===== config.mk =====
export PLATFORM = sky130hd
export DESIGN_NAME = pc_sequencer
export DESIGN_NICKNAME = d
export VERILOG_FILES = /design/src/rtl/pc_sequencer.sv
export SDC_FILE = /design/constraint.sdc
export NUM_CORES = 1
export LEC_CHECK = 0
export CAP_MARGIN = 20
export CORE_MARGIN = 2
export CORE_UTILIZATION = 66
export CTS_CLUSTER_SIZE = 20
export DETAILED_ROUTE_END_ITERATION = 10
export DONT_BUFFER_PORTS = 1
export PLACE_DENSITY = 0.84
export SLEW_MARGIN = 40
export SYNTH_ARGS = -nofsm -noshare
export SYNTH_HDL_FRONTEND = slang
export SYNTH_SLANG_ARGS = --single-unit

===== constraint.sdc =====
create_clock -name Clk -period 2.45 [get_ports Clk]
set_input_delay 0.49 -clock Clk [delete_from_list [all_inputs] [get_ports Clk]]
set_output_delay 0.49 -clock Clk [all_outputs]
set_load 0.01 [all_outputs]

===== src/rtl/pc_sequencer.sv =====
// Program counter and fetch sequencer for the 12-bit core.
// Optional RUN-cycle counter output enabled by PCSEQ_CYCLE_CNT_EN.
module pc_sequencer #(
    parameter int D = 12,
    parameter int A = 5
) (
    input  logic         Clk,
    input  logic         Reset,
    input  logic         Start,
    input  logic         Stall,
    input  logic [3:0]   Instr,
    input  logic [A-1:0] Tgt_idx,
    input  logic         Alu_zero,
    input  logic         Alu_sign,
    input  logic         Flag_we,
    input  logic [D-1:0] Lut_target,
    output logic [A-1:0] Lut_addr,
    output logic [D-1:0] Prog_ctr,
    output logic         Br_taken,
    output logic         Busy,
`ifdef PCSEQ_CYCLE_CNT_EN
    output logic         Done,
    output logic [15:0]  Cycle_cnt
`else
    output logic         Done
`endif
);

    typedef enum logic [1:0] {
        IDLE   = 2'd0,
        RUN    = 2'd1,
        HALTED = 2'd2
    } state_t;

    localparam logic [3:0] OP_BGE  = 4'b1100;
    localparam logic [3:0] OP_BLE  = 4'b1101;
    localparam logic [3:0] OP_HALT = 4'b1111;
    localparam logic [D-1:0] PC_ONE = {{(D-1){1'b0}}, 1'b1};

    state_t       r_state;
    state_t       w_next_state;
    logic [D-1:0] r_pc;
    logic [D-1:0] w_pc_d;
    logic         w_pc_we;
    logic         r_zf;
    logic         r_sf;
    logic         w_flag_we;
    logic         w_flag_clr;
    logic         w_adv;
    logic         w_cond;
    logic         w_br;
    logic         w_busy;
    logic         w_done;

    // Branch condition from the registered flags only (no same-cycle bypass).
    always_comb begin
        w_cond = 1'b0;
        if (Instr == OP_BGE)
            w_cond = !r_sf || r_zf;
        else if (Instr == OP_BLE)
            w_cond = r_sf || r_zf;
    end

    // Next-state, PC update and status decode.
    always_comb begin
        w_next_state = r_state;
        w_pc_d       = r_pc;
        w_pc_we      = 1'b0;
        w_flag_we    = 1'b0;
        w_flag_clr   = 1'b0;
        w_adv        = 1'b0;
        w_br         = 1'b0;
        w_busy       = 1'b0;
        w_done       = 1'b0;
        unique case (r_state)
            IDLE: begin
                if (Start) begin
                    w_next_state = RUN;
                    w_pc_d       = '0;
                    w_pc_we      = 1'b1;
                    w_flag_clr   = 1'b1;
                end
            end
            RUN: begin
                w_busy = 1'b1;
                w_br   = w_cond;
                if (!Stall) begin
                    w_adv     = 1'b1;
                    w_flag_we = Flag_we;
                    if (w_cond) begin
                        w_pc_d  = Lut_target;
                        w_pc_we = 1'b1;
                    end else if (Instr == OP_HALT) begin
                        w_next_state = HALTED;
                    end else begin
                        w_pc_d  = r_pc + PC_ONE;
                        w_pc_we = 1'b1;
                    end
                end
            end
            HALTED: begin
                w_done = 1'b1;
                if (Start) begin
                    w_next_state = RUN;
                    w_pc_d       = '0;
                    w_pc_we      = 1'b1;
                    w_flag_clr   = 1'b1;
                end
            end
            default: w_next_state = IDLE;
        endcase
    end

    // State register.
    always_ff @(posedge Clk or negedge Reset) begin
        if (!Reset)
            r_state <= IDLE;
        else
            r_state <= w_next_state;
    end

    // Program counter register.
    always_ff @(posedge Clk or negedge Reset) begin
        if (!Reset)
            r_pc <= '0;
        else if (w_pc_we)
            r_pc <= w_pc_d;
    end

    // Zero/sign flag register, cleared on every fresh start.
    always_ff @(posedge Clk or negedge Reset) begin
        if (!Reset) begin
            r_zf <= 1'b0;
            r_sf <= 1'b0;
        end else if (w_flag_clr) begin
            r_zf <= 1'b0;
            r_sf <= 1'b0;
        end else if (w_flag_we) begin
            r_zf <= Alu_zero;
            r_sf <= Alu_sign;
        end
    end

`ifdef PCSEQ_CYCLE_CNT_EN
    logic [15:0] r_cnt;

    // Saturating count of unstalled RUN cycles.
    always_ff @(posedge Clk or negedge Reset) begin
        if (!Reset)
            r_cnt <= '0;
        else if (w_flag_clr)
            r_cnt <= '0;
        else if (w_adv && r_cnt != 16'hFFFF)
            r_cnt <= r_cnt + 16'd1;
    end

    assign Cycle_cnt = r_cnt;
`endif

    assign Lut_addr = Tgt_idx;
    assign Prog_ctr = r_pc;
    assign Br_taken = w_br;
    assign Busy     = w_busy;
    assign Done     = w_done;

endmodule


==> flow_summary.ini <==
[worst_setup_path]
r2r_slack_ps = 610
cp-start-kind = flop
crit_path_max_incr_delay_ps = 400
worstPathRequired_ps = 1960
crit_buf_inv = 0
r2r_cells = 4
cp_max_fo = 6
crit_chain = xor2_1, a21o_2, nor3b_1
crit_family = flip-flops
critical_path_arrival_ps = 1510
r2r_start = r_state[0]
worstSetupPathType = flop to output pin
regToRegEndpoint = Prog_ctr[8]
crit_path_top_delay_cell = dfrtp_1
cp-end-kind = output pin

[synthesis]
syn-num-nets = 156
synthDistinctLibCells = 37
synthArstFlopShare = 1.00
yosys.area.top_type = dfrtp_1
yosys-top-cells-area = dfrtp_1 (36%), mux2i_1 (8.0%), a31oi_1 (4.5%)
yosysWarnings = 0
synth_seq_cells = 16
ys.flop_type = dfrtp_1
yosysMostFrequentCell = dfrtp_1
ys_seq_area_frac = 0.357
synth-edff-count = 0
synth_area_um2 = 1120
synth_top_area_frac = 0.357
syn_area_per_cell_um2 = 8.83
synthCells = 127
synth.top_cells.by_count = dfrtp_1 (16), nand2_1 (13), inv_1 (11), mux2i_1 (9), a31oi_1 (8)

[placed_design]
dp_hpwl_mm = 1.70
dpl.cell_count = 134
post_dp_cell_area_um2 = 1070
gp_congestion = 0.799
port_buffers = 0

[cells_and_area]
stdcell_count = 139
drive_gt1_frac = 0.106
syn2layout_area_growth_pct = -0.223
nets = 153
seqCellArea_um2 = 400
fill_cells = 127
antennaDiodeCount = 0
final_area_um2 = 1120
multi_input_area_um2 = 608

[timing]
worst_pin_slew_ps = 542
max_slew_margin = 0.639
drv_slew = 0
finalCritPeriodShare = 0.817
final.setup.tns_ps = 0
setup_viol = 0
hold_viol_final = 0
fin_crit_ps = 2000
fin_worst_skew_ps = 4.45
fmax_mhz = 499
rsz0062_at_grt = no
fin_hold_ws_ps = 88.4

[drt]
detail-route-antenna-nets = 0
via_count = 970
wire_per_inst_um = 16.9
drc_errors = 0
wirelength_mm = 2.34
dr.pass1.iters = 4
drt-vias-per-instance = 6.98
drt_iter0_drc = 36

[grt]
grt_usage = 0.256
grt_pass1_vias = 929
grt_pass1_wl_mm = 3.80
grt-ovfl-total = 0
grt_start_max_net_pins = 19
antenna_found_initial = 0

[clock_tree]
clock_latency_ps = 290
h-tree-depth = 1
numCtsBuffers = 3
cts.sinks = 16
cts_tree = yes
cts_root_buffer = clkbuf_4
path_clk_slew_ps = 100
cts_buffer_depth = 2
cts_resized = 0

[floorplan]
rows = 14
dieArea_um2 = 2040
die-height_um = 45.2
die_w_um = 45.2
num_io_pins = 48
core_um2 = 1540
initial_core_util = 0.727

[power]
ir_drop_v = 0.000622
power_mw = 1.07
p_leak_nw = 0.482
power_density_nw_per_um2 = 952

[status]
outcome = completed

[flow_run]
cap_violations = 0

[worst_hold_path]
hp-class = primary input to async pin
## flip-flops by register name (all words and copies together) (netlist names)
signal	flops
Prog_ctr	12
r_zf	1
r_sf	1
r_state	2
## through the flow
| step | util | setup WS [ps] |
|---|---|---|
| floorplan | - | 597 |
| global placement | 0.696 | 660 |
| detailed placement | 0.696 | 661 |
| CTS | 0.726 | 422 |
| global route | 0.726 | 354 |
| finish | 0.726 | 448 |
## cell usage in the layout (no fill, tap or decap)
cell type	Yosys	final
mux2i_1	9	9
o221ai_1	2	2
a32oi_1	1	1
a21o_2	1	1
nor3_1	3	3
a211oi_1	1	1
buf_4	5	1
or2_2	2	2
xor2_1	1	1
nand3_2	1	1
nand4_1	3	3
o31ai_1	1	1
o2bb2ai_1	1	1
a21oi_2	0	1
dfrtp_1	16	16
nand3b_1	1	1
nor2b_1	2	2
nor3b_4	1	1
nor3b_1	1	1
buf_2	3	1
and2b_1	2	2
clkbuf_4	0	3
nor2_1	3	3
nor4_1	3	3
o22ai_1	7	7
nand2_1	13	13
inv_1	11	11
o21ai_0	3	3
ha_1	1	1
a21oi_1	3	2
or2b_1	1	1
or3_1	6	6
and2_1	2	2
o211ai_1	1	1
a31oi_1	8	8
nand4_4	1	1
o21a_1	1	1
nand3_1	4	4
clkbuf_8	0	1
## layer usage
metal | GRT usage | vias up | routed length (um)
li1 | - | 450 | -
met1 | 0.312 | 451 | 974
met2 | 0.429 | 62 | 1120
met3 | 0.0600 | 7 | 205
met4 | 0.112 | 0 | 40
met5 | 0 | - | 0
## cells by family (layout without fill, tap and decap cells)
family | after synthesis | count (layout) | share of synthesized area
and+or+nand+nor | 49 | 49 | 0.263
xor gates and xnor gates | 1 | 1 | 0.00781
adders and majority gates | 1 | 1 | 0.0112
DFF | 16 | 16 | 0.357
AOI/OAI and AO/OA | 30 | 30 | 0.176
muxes | 9 | 9 | 0.0804
buffers and inverters | 21 | 17 | 0.104
## timing repair
| action | CTS | global route |
|---|---|---|
| buffers inserted | 0 | 0 |
| hold buffers | 1 | 0 |
| endpoints found under the hold margin | 16 | 0 |
## power breakdown
part | leakage, nW | switching [mW] | total (mW) | internal, mW
logic | 0.252 | 0.192 | 0.352 | 0.159
registers | 0.208 | 0.183 | 0.535 | 0.352
clock network | 0.0210 | 0.0880 | 0.179 | 0.0906
total | 0.482 | 0.464 | 1.07 | 0.601
## worst max-delay path by stage
stage / endpoint / slack [ps] / startpoint / cells after the start
after CTS: Br_taken / 420 / r_sf / 3
after global placement: Br_taken / 660 / Instr[0] / 3
after detailed placement: Br_taken / 660 / Instr[0] / 3
final: Br_taken / 450 / r_sf / 3
after global routing: Br_taken / 350 / r_sf / 3
after floorplan: Br_taken / 600 / Instr[0] / 4
## cell type report
class,instances,area share
repair buffers,2,0.0112
clock buffers,4,0.0324
flip-flops and latches,16,0.358
multi-input cells,90,0.544
well taps,16,0.0179
inverters,11,0.0369
Power figures use the tool's default switching activity.
